[src/rtl/fpt_pkg.sv]
// Shared types and helpers for the multichannel FPT correction core:
// attention level encodings, DW-bit saturation and packed-bus slice indexing.
package fpt_pkg;

   typedef enum logic [1:0] {
      ATTN_LOW  = 2'd0,
      ATTN_MID  = 2'd1,
      ATTN_HIGH = 2'd2,
      ATTN_VETO = 2'd3
   } attn_e;

   // Clamp a signed value to the range of a dw-bit two's complement number.
   function automatic logic [31:0] sat_dw(input logic signed [32:0] v, input int dw);
      logic signed [32:0] hi;
      logic signed [32:0] lo;
      hi = (33'sd1 <<< (dw - 1)) - 33'sd1;
      lo = -(33'sd1 <<< (dw - 1));
      if (v > hi) begin
         return hi[31:0];
      end else if (v < lo) begin
         return lo[31:0];
      end
      return v[31:0];
   endfunction

   function automatic int slice_lo(input int idx, input int w);
      return idx * w;
   endfunction

   function automatic attn_e attn_of(input logic [31:0] mag, input logic [31:0] t1,
                                     input logic [31:0] t2, input logic [31:0] t3);
      if (mag < t1) begin
         return ATTN_LOW;
      end else if (mag < t2) begin
         return ATTN_MID;
      end else if (mag < t3) begin
         return ATTN_HIGH;
      end
      return ATTN_VETO;
   endfunction

endpackage

[src/rtl/fpt_rr_arbiter.sv]
// Round-robin request arbiter: grants the first requester at or after the
// pointer (wrapping) and moves the pointer past the winner on accept.
module fpt_rr_arbiter
   import fpt_pkg::*;
#(
   parameter int NCH = 4
)(
   input  logic                      i_clk,
   input  logic                      i_rst,
   input  logic [NCH-1:0]            i_req,
   input  logic                      i_accept,
   output logic [NCH-1:0]            o_grant,
   output logic [$clog2(NCH)-1:0]    o_gidx,
   output logic                      o_gvalid,
   output logic [$clog2(NCH)-1:0]    o_ptr
);

   localparam int CW = $clog2(NCH);

   logic [CW-1:0] r_ptr;
   logic [CW:0]   w_sum;
   logic [CW-1:0] w_idx;

   always_comb begin
      o_grant  = '0;
      o_gidx   = '0;
      o_gvalid = 1'b0;
      w_sum    = '0;
      w_idx    = '0;
      for (int k = 0; k < NCH; k++) begin
         w_sum = {1'b0, r_ptr} + (CW+1)'(k);
         if (w_sum >= (CW+1)'(NCH)) begin
            w_sum = w_sum - (CW+1)'(NCH);
         end
         w_idx = w_sum[CW-1:0];
         if (!o_gvalid && i_req[w_idx]) begin
            o_gvalid       = 1'b1;
            o_grant[w_idx] = 1'b1;
            o_gidx         = w_idx;
         end
      end
   end

   always_ff @(posedge i_clk) begin
      if (i_rst) begin
         r_ptr <= '0;
      end else if (i_accept) begin
         r_ptr <= (o_gidx == CW'(NCH - 1)) ? '0 : o_gidx + CW'(1);
      end
   end

   assign o_ptr = r_ptr;

endmodule

[src/rtl/fpt_multichannel_core.sv]
// Multichannel FPT core: round-robin intake, shared 2-stage correction pipe,
// per-channel veto hysteresis and attention. Option macro: FPT_VETO_STICKY_EN.
module fpt_multichannel_core
   import fpt_pkg::*;
#(
   parameter int NCH         = 4,
   parameter int DW          = 16,
   parameter int VETO_THRESH = 4096,
   parameter int VETO_HOLD   = 4,
   parameter int RELEASE_CNT = 8,
   parameter int ATTN_T1     = 512,
   parameter int ATTN_T2     = 2048,
   parameter int LED_STRETCH = 16
)(
   input  logic                     clk_250mhz,
   input  logic                     rst,
   input  logic [NCH-1:0]           in_valid,
   output logic [NCH-1:0]           in_ready,
   input  logic [NCH*DW-1:0]        sensor_scrape,
   input  logic [NCH*DW-1:0]        motor_command,
   output logic                     out_valid,
   input  logic                     out_ready,
   output logic [$clog2(NCH)-1:0]   out_chan,
   output logic [DW-1:0]            motor_correction,
   output logic [NCH-1:0]           veto_out,
   output logic [2*NCH-1:0]         attention_level,
   input  logic                     veto_clear,
   output logic                     led_red,
   output logic                     led_green
);

   localparam int CW = $clog2(NCH);
   localparam int OW = $clog2(VETO_HOLD + 1);
   localparam int UW = $clog2(RELEASE_CNT + 1);
   localparam logic [DW:0]   L_THRESH = (DW+1)'(VETO_THRESH);
   localparam logic [OW-1:0] L_HOLD   = OW'(VETO_HOLD);
   localparam logic [UW-1:0] L_REL    = UW'(RELEASE_CNT);

   // Handshake: a beat moves when valid and ready are both high at a rising edge;
   // a presented result stays frozen until out_ready, and nothing is accepted meanwhile.

   logic [NCH-1:0] w_grant;
   logic [CW-1:0]  w_gidx;
   logic           w_gvalid;
   logic [CW-1:0]  w_ptr_unused;
   logic           w_stall;
   logic           w_accept;
   logic           w_s2_fire;
   logic           w_out_hs;
   logic [DW-1:0]  w_sen;
   logic [DW-1:0]  w_mot;
   logic [DW:0]    w_err_in;

   logic           r_s1_valid;
   logic [CW-1:0]  r_s1_chan;
   logic [DW:0]    r_s1_err;

   logic [DW:0]    w_mag;
   logic           w_over;
   attn_e          w_attn;
   logic [OW-1:0]  w_over_nxt;
   logic [UW-1:0]  w_under_nxt;
   logic           w_veto_cur;
   logic           w_veto_nxt;
   logic [DW-1:0]  w_sat;

   logic                   r_out_valid;
   logic [CW-1:0]          r_out_chan;
   logic [DW-1:0]          r_corr;
   logic [NCH-1:0]         r_veto;
   attn_e                  r_attn      [NCH];
   logic [OW-1:0]          r_over_cnt  [NCH];
   logic [UW-1:0]          r_under_cnt [NCH];
   logic [LED_STRETCH-1:0] r_stretch;

   assign w_stall   = r_out_valid & ~out_ready;
   assign w_accept  = w_gvalid & ~w_stall;
   assign w_s2_fire = r_s1_valid & ~w_stall;
   assign w_out_hs  = r_out_valid & out_ready;
   assign in_ready  = w_stall ? '0 : w_grant;

   fpt_rr_arbiter #(
      .NCH (NCH)
   ) u_arb (
      .i_clk    (clk_250mhz),
      .i_rst    (rst),
      .i_req    (in_valid),
      .i_accept (w_accept),
      .o_grant  (w_grant),
      .o_gidx   (w_gidx),
      .o_gvalid (w_gvalid),
      .o_ptr    (w_ptr_unused)
   );

   always_comb begin
      w_sen = '0;
      w_mot = '0;
      for (int i = 0; i < NCH; i++) begin
         if (w_grant[i]) begin
            w_sen = sensor_scrape[slice_lo(i, DW) +: DW];
            w_mot = motor_command[slice_lo(i, DW) +: DW];
         end
      end
   end

   // One extra bit keeps the difference of two DW-bit signed values exact.
   assign w_err_in = {w_mot[DW-1], w_mot} - {w_sen[DW-1], w_sen};

   always_comb begin
      w_mag      = r_s1_err[DW] ? -r_s1_err : r_s1_err;
      w_over     = (w_mag >= L_THRESH);
      w_attn     = attn_of(32'(w_mag), 32'(ATTN_T1), 32'(ATTN_T2), 32'(VETO_THRESH));
      w_veto_cur = r_veto[r_s1_chan];
      w_over_nxt = '0;
      w_under_nxt = '0;
      if (w_over) begin
         w_over_nxt = (r_over_cnt[r_s1_chan] == L_HOLD) ? L_HOLD : r_over_cnt[r_s1_chan] + OW'(1);
      end else begin
         w_under_nxt = (r_under_cnt[r_s1_chan] == L_REL) ? L_REL : r_under_cnt[r_s1_chan] + UW'(1);
      end
`ifdef FPT_VETO_STICKY_EN
      w_veto_nxt = (w_over_nxt == L_HOLD) ? 1'b1 : (veto_clear ? 1'b0 : w_veto_cur);
`else
      w_veto_nxt = (w_over_nxt == L_HOLD) ? 1'b1 : ((w_under_nxt == L_REL) ? 1'b0 : w_veto_cur);
`endif
      w_sat = DW'(sat_dw(33'($signed(r_s1_err)), DW));
   end

`ifndef FPT_VETO_STICKY_EN
   logic w_clear_unused;
   assign w_clear_unused = veto_clear;
`endif

   always_ff @(posedge clk_250mhz) begin
      if (rst) begin
         r_s1_valid  <= 1'b0;
         r_s1_chan   <= '0;
         r_s1_err    <= '0;
         r_out_valid <= 1'b0;
         r_out_chan  <= '0;
         r_corr      <= '0;
      end else if (!w_stall) begin
         r_s1_valid  <= w_accept;
         if (w_accept) begin
            r_s1_chan <= w_gidx;
            r_s1_err  <= w_err_in;
         end
         r_out_valid <= r_s1_valid;
         if (r_s1_valid) begin
            r_out_chan <= r_s1_chan;
            r_corr     <= w_veto_nxt ? '0 : w_sat;
         end
      end
   end

   // Clear is applied first so a veto asserting in the same cycle overrides it.
   always_ff @(posedge clk_250mhz) begin
      if (rst) begin
         r_veto <= '0;
         for (int i = 0; i < NCH; i++) begin
            r_attn[i]      <= ATTN_LOW;
            r_over_cnt[i]  <= '0;
            r_under_cnt[i] <= '0;
         end
      end else begin
`ifdef FPT_VETO_STICKY_EN
         if (veto_clear) begin
            r_veto <= '0;
            for (int i = 0; i < NCH; i++) begin
               r_over_cnt[i]  <= '0;
               r_under_cnt[i] <= '0;
            end
         end
`endif
         if (w_s2_fire) begin
            r_veto[r_s1_chan]      <= w_veto_nxt;
            r_attn[r_s1_chan]      <= w_attn;
            r_over_cnt[r_s1_chan]  <= w_over_nxt;
            r_under_cnt[r_s1_chan] <= w_under_nxt;
         end
      end
   end

   always_ff @(posedge clk_250mhz) begin
      if (rst) begin
         r_stretch <= '0;
      end else if (w_out_hs) begin
         r_stretch <= '1;
      end else if (r_stretch != '0) begin
         r_stretch <= r_stretch - LED_STRETCH'(1);
      end
   end

   always_comb begin
      attention_level = '0;
      for (int i = 0; i < NCH; i++) begin
         attention_level[slice_lo(i, 2) +: 2] = r_attn[i];
      end
   end

   assign out_valid        = r_out_valid;
   assign out_chan         = r_out_chan;
   assign motor_correction = r_corr;
   assign veto_out         = r_veto;
   assign led_red          = |r_veto;
   assign led_green        = ~led_red & (|r_stretch);

endmodule

[config.mk]
export PLATFORM = sky130hd
export DESIGN_NAME = fpt_multichannel_core
export DESIGN_NICKNAME = d
export VERILOG_FILES = /design/src/rtl/fpt_pkg.sv /design/src/rtl/fpt_rr_arbiter.sv /design/src/rtl/fpt_multichannel_core.sv
export SDC_FILE = /design/constraint.sdc
export NUM_CORES = 1
export LEC_CHECK = 0
export CAP_MARGIN = 20
export CORE_ASPECT_RATIO = 0.6
export CORE_MARGIN = 3
export CORE_UTILIZATION = 45
export DETAILED_ROUTE_END_ITERATION = 12
export PLACE_DENSITY = 0.87
export SETUP_SLACK_MARGIN = 0.15
export SYNTH_ARGS = -nofsm -noshare
export SYNTH_HDL_FRONTEND = slang
export SYNTH_SLANG_ARGS = --single-unit
[constraint.sdc]
create_clock -name clk_250mhz -period 5.7 [get_ports clk_250mhz]
set_input_delay 1.425 -clock clk_250mhz [delete_from_list [all_inputs] [get_ports clk_250mhz]]
set_output_delay 1.425 -clock clk_250mhz [all_outputs]
set_load 0.01 [all_outputs]
==> results of run 1 <==
-- per-stage QoR --
stage / instances / hold slack (ns) / setup TNS, ns
4_1_cts: 1153 / 0.4584 / 0
3_3_place_gp: 1137 / 0.4373 / -0.2542
5_1_grt: 1155 / 0.4895 / 0
3_5_place_dp: 1137 / 0.4419 / -1.090
6_report: 1155 / 0.4541 / 0
2_1_floorplan: 764 / 0.4451 / 0
-- critical path, delay by kind of cell --
| family | cells | cell delay, ns |
|---|---|---|
| compound gates | 9 | 1.82 |
| fa+ha+maj | 2 | 0.52 |
| simple gates | 3 | 0.41 |
| mux | 2 | 0.90 |
| buf+inv | 3 | 0.46 |
-- timing repair --
item	CTS	global route
endpoints found under the setup margin	2	10
buffers inserted	0	1
gates resized for setup	3	13
pin swaps	1	5
-- state kept, by name, indices dropped and copies added, names as in the netlist, named ones only --
register	count
r_attn	8
veto_out	4
r_s1_err	17
u_arb.o_ptr	2
r_over_cnt	12
r_s1_chan	2
r_s1_valid	1
motor_correction	16
out_chan	2
out_valid	1
r_stretch	16
r_under_cnt	16
-- final cells by class --
cell class                      instances  area [µm²]
Sequential cell                        99        2342
Timing Repair Buffer                  237        2230
Multi-Input combinational cell        589        3968
Fill cell                            1128        4877
Tap cell                              192       240.2
Inverter                               22       82.58
Clock buffer                           10       229.0
Clock inverter                          6       70.07
-- cells in the mapped netlist, drive strengths merged (6+ instances only) --
master / n / area share (%)
nor2: 96 / 5.5
a211oi: 10 / 1.1
dfxtp: 63 / 19
mux4: 11 / 4.1
a221oi: 35 / 5.2
clkbuf: 41 / 2.3
ha: 31 / 5.8
o21a: 8 / 0.91
o21ai: 79 / 6.5
inv: 22 / 1.2
xnor2: 17 / 2.2
a31oi: 6 / 0.57
nor2b: 8 / 0.75
nand4: 8 / 0.75
buf: 13 / 1.8
nand3: 8 / 0.79
edfxtp: 36 / 16
nand2b: 7 / 0.66
nor3: 23 / 1.7
a2bb2oi: 18 / 2.6
nand3b: 6 / 0.87
a21oi: 43 / 3.2
or4: 6 / 0.68
and2: 8 / 0.75
mux2i: 7 / 1.1
nand2: 86 / 4.9
-- kinds of logic after synthesis --
family | Yosys count | synth area share (%)
muxes | 19 | 5.298
xor gates and xnor gates | 22 | 2.903
adders and majority gates | 32 | 6.146
and+or+nand+nor | 282 | 20.36
DFF | 99 | 35.29
buffers and inverters | 76 | 5.355
AOI/OAI and AO/OA | 234 | 24.64
-- cell usage in the layout, fill, tap and decap left out, types with 5 or more instances in the layout --
cell and count:
mux4_1 6, nand4_1 8, nor2b_1 8, o21ai_0 63, buf_4 63, a21oi_1 42, or4_1 6, nand2b_1 7
a221oi_1 28, xnor2_1 17, edfxtp_1 36, a31oi_1 6, and2_1 8, mux2i_1 7, o21ai_1 5, nor2_1 95
a211oi_1 9, o21ai_2 11, nor3_1 23, mux4_2 5, clkbuf_16 9, a21o_1 5, dfxtp_1 63, inv_1 22
nand3b_1 5, a2bb2oi_1 16, nand2_1 86, nand3_1 7, xor2_1 5, clkdlybuf4s50_1 167, a221oi_2 7, or3_1 5
ha_1 31, o21a_1 8
-- path summary, 6_finish.rpt --
kind / endpoint / slack, ns / cells after the start
max: r_s1_err[10] / 0.40 / 19
min: motor_correction[5] / 0.45 / 2
max reg2reg: r_s1_err[10] / 0.74 / 20
min reg2reg: motor_correction[5] / 0.45 / 2
-- layer usage --
layer	GRT usage, %	wire length [µm]
met5	0	0
met4	3.769	175
met1	38.00	9676
met2	37.45	9073
met3	5.155	1711
-- power groups by stage --
stage	Sequential (W)	Clock (W)	Combinational (W)
after global routing	0.00115	0.000661	0.00601
after detailed placement	0.00114	0	0.00528
after CTS	0.00113	0.000630	0.00534
after global placement	0.00113	0	0.00511
final	0.00113	0.000622	0.00544
after floorplan	0.00108	0	0.00360
==> results.cfg, run 1 <==
[outcome]
status = finished, final reports clean

[synth]
synth-seq-cells = 99
synth_ff_type = dfxtp_1
yosysWarnings = 0
synth_edf_count = 36
syn_inst = 764
syn_area_per_cell_um2 = 8.686
synth-async-reset-ratio_pct = 0
ys_seq_area_share_pct = 35.29
synth_cell_types = 68
synthesis.nets = 932
synth_area_um2 = 6636

[layout]
n_antenna_cell = 0
syn2layout_area_growth_pct = 38.05
layout.nets = 1126
drive_above_1_share_pct = 12.56
final_core_util_pct = 65.26
fin_area_um2 = 9161

[floorplanning]
io_pins = 173
coreArea_um2 = 14040
rows = 33
die_y_um = 100.1
floorplan.initialDensity_pct = 47.27
die_w_um = 162.8
die_area_um2 = 16290

[sta]
maxSlewViolCount = 0
maxSlewHeadroom_pct = 37.32
finalHoldViolCount = 0
max_freq_mhz = 188.7
fin_crit_ns = 5.300
setup_slack_ns = 0.3996
tightest_slew_ns = 0.9317
rsz0062_at_grt = false
finClkSkew_ns = 0.009960
setup_viol = 0
post-route-period-util_pct = 92.99

[critical_path]
reg2reg_from = u_arb.o_ptr[1]
critPathKind = in -> reg
arrival_ns = 5.54
cp-start-kind = input pin
cp_slowest_cell = mux4_2
crit_chain = clkdlybuf4s15_1 > mux4_2 > nand3b_1 > a21oi_2 > a221o_1 > nor2_4 > a221oi_2 > a2bb2oi_2 > buf_4 > ha_1 > inv_1 > fa_2 > a211oi_2 > o21a_1 > or2_2 > a21oi_1 > o21ai_1 > mux2_2 > a311o_1
cp_max_fo = 5
crit_start = in_valid[2]
cpPeakStageDelay_ns = 0.55
critPathCaptureType = register
required_ns = 5.94

[clock_tree]
cts_sinks = 99
h-tree-depth = 3
hold_buffers = 0
cts_made_buffers = 9
clkTransAtPathRegs_ns = 0.07
cts_tree = yes
cts_buffer_depth = 2
clock-root-buffer = clkbuf_16
clk_latency_ns = 0.35

[route]
num_vias = 6758
routed_wl_um = 20640
wire_per_inst_um = 17.87
drc = 0
via_per_inst = 5.851
antenna_left = 0
drt_iter0_drc = 747
drt_pass1_iterations = 7

[pwr]
power_frac_seq_pct = 15.7
power_switching_w = 0.003182
swShare_pct = 44.24
p_clk_share_pct = 8.6
comb_power_share_pct = 75.6
power_w = 0.007193
peakVddDrop_uv = 526.6
internal_power_w = 0.004011
p_leak_nw = 3.503
cellPowerDensity_nw_per_um2 = 785.1

[placed_design]
postPlaceCellArea_um2 = 8800
hpwl_um = 15980
dp_slack_ns = -0.3972
port_buffers = 171
place_congestion = 0.9124

[global_route]
gr-total-overflow = 0
antenna_found_initial = 0
grt_max_degree = 44
grt_first_pass_wirelength_um = 32750
groute.usage.overall_pct = 25.01
first_global_vias = 6315

[worst_hold_path]
hp-class = reg -> reg
hold_start = motor_correction[5]

[job]
max_cap_violations = 0
(Power assumes the default switching activity.)
==> run 2: changes to the inputs <==
Settings changed: CTS_CLUSTER_DIAMETER set to 60, MAX_ROUTING_LAYER set to met4.
==> run 2 against run 1 <==
Against the previous run: register-to-register slack barely moved; die area unchanged; sequential share of layout area is the same; final cell count did not move; non-clock buffer count unchanged; global-route usage increased by 0.78 points; clock power hardly changed; clock skew grew 0.00065 ns; routed wire length is 0.42% lower; combinational power barely moved; critical path type unchanged; largest cell class unchanged.
==> results.cfg, run 2 (synthesis results as in run 1) <==
[clock_tree]
hold_buffers = 0
clkTransAtPathRegs_ns = 0.07
cts_buffer_depth = 2
cts_tree = yes
cts_sinks = 99
h-tree-depth = 3
cts_made_buffers = 9
clk_latency_ns = 0.35
clock-root-buffer = clkbuf_16

[floorplanning]
coreArea_um2 = 14040
die_area_um2 = 16290
rows = 33
io_pins = 173
die_w_um = 162.8
floorplan.initialDensity_pct = 47.27
die_y_um = 100.1

[sta]
finalHoldViolCount = 0
post-route-period-util_pct = 93.14
tightest_slew_ns = 0.9254
max_freq_mhz = 188.4
maxSlewHeadroom_pct = 37.74
rsz0062_at_grt = false
maxSlewViolCount = 0
fin_crit_ns = 5.309
finClkSkew_ns = 0.01061
setup_viol = 0

[layout]
nFillCells = 1128
n_antenna_cell = 0
syn2layout_area_growth_pct = 38.05
seqCellArea_um2 = 2342
fin_area_um2 = 9161
final_core_util_pct = 65.26
layout_common_cells = clkdlybuf4s50_1 (167), nor2_1 (95), nand2_1 (86), dfxtp_1 (63), buf_4 (63)
top_register = r_s1_err
largest_register_ffs = 17
layout_commonest_cell = clkdlybuf4s50_1
multiInputGateArea_um2 = 3968
layout.nets = 1126
drive_above_1_share_pct = 12.56

[critical_path]
path_delay_family = compound AO/OA/AOI/OAI gates
critPathKind = in -> reg
cp-start-kind = input pin
crit_chain = clkdlybuf4s15_1 > mux4_2 > nand3b_1 > a21oi_2 > a221o_1 > nor2_4 > a221oi_2 > a2bb2oi_2 > buf_4 > ha_1 > inv_1 > fa_2 > a211oi_2 > o21a_1 > or2_2 > a21oi_1 > o21ai_1 > mux2_2 > a311o_1
cp_slowest_cell = mux4_2
arrival_ns = 5.55
cpPeakStageDelay_ns = 0.55
critPathCaptureType = register
reg2reg_from = u_arb.o_ptr[1]
required_ns = 5.94
cp_max_fo = 5
crit_buf_inv = 3
regToRegEndpoint = r_s1_err[10]
worst_r2r_path_depth = 20
r2r_setup_slack_ns = 0.73

[route]
drt_iter0_drc = 739
routed_wl_um = 20550
drt_pass1_iterations = 7
num_vias = 6791
drc = 0
wire_per_inst_um = 17.79
antenna_left = 0
via_per_inst = 5.880

[worst_hold_path]
holdPathStages = 2
hold_start = motor_correction[5]
worstHoldEndpoint = motor_correction[5]
hp-class = reg -> reg

[job]
max_cap_violations = 0

[pwr]
cellPowerDensity_nw_per_um2 = 785.2
peakVddDrop_uv = 525.2
p_leak_nw = 3.503

[global_route]
grt_max_degree = 44
grt_util_met2_pct = 37.45
use_met3_pct = 4.866
gr-total-overflow = 0
use_met1_pct = 38.11
antenna_found_initial = 0
top_usage_layer = met1
first_global_vias = 6306
grt_first_pass_wirelength_um = 32770
groute.usage.overall_pct = 25.79

[placed_design]
hpwl_um = 15980
port_buffers = 171
postPlaceCellArea_um2 = 8800
place_congestion = 0.9282

[outcome]
status = finished, final reports clean
==> run 2: worst max path at each step <==
stage	depth (start not counted)	from	to
after CTS	19	in_valid[0]	r_s1_err[10]
after global placement	20	in_valid[2]	r_s1_err[10]
final	19	in_valid[2]	r_s1_err[10]
after global routing	19	in_valid[2]	r_s1_err[10]
after floorplan	19	in_valid[3]	r_s1_err[10]
after detailed placement	19	in_valid[2]	r_s1_err[10]
==> run 2: metal layers <==
layer / routed length (µm) / share of wire (%)
met2: 9077 / 44
met4: 184 / 0.90
met3: 1665 / 8.1
met5: 0 / 0
met1: 9623 / 47
==> run 2: what timing repair did <==
action                                  CTS  global route
endpoints found under the setup margin    2            10
setup buffers                             0             1
gates resized for setup                   3            14
pin swaps                                 1             5
==> run 2: cell type report <==
cell class	instances	share of cell area, %
multi-input cells	589	43.31
flip-flops and latches	99	25.57
repair buffers	237	24.34
well taps	192	2.622
clock buffers	10	2.499
inverters	22	0.9014
clock inverters	6	0.7648
==> run 2: tightest hold or removal path, stage by stage (launching register included) <==
cell and delay [ns]:
dfxtp_1 0.33, nand2_1 0.06, o21ai_2 0.04
==> run 2: report_power, final <==
group / internal, W / switching, W
clock: 0.000346 / 0.000275
sequential: 0.000934 / 0.000197
combinational: 0.00273 / 0.00271
==> run 2: per-stage QoR <==
step                      power [W]  hold WS [ns]  TNS (ns)  instances  setup slack, ns
after detailed placement   0.006414        0.4419    -1.090       1137          -0.3972
final                      0.007193        0.4542         0       1155           0.3909
after CTS                  0.007095        0.4584         0       1153           0.1611
after global placement     0.006235        0.4373   -0.2542       1137          -0.1859
after global routing       0.007831        0.4895         0       1155           0.1627
after floorplan            0.004677        0.4451         0        764           0.2930
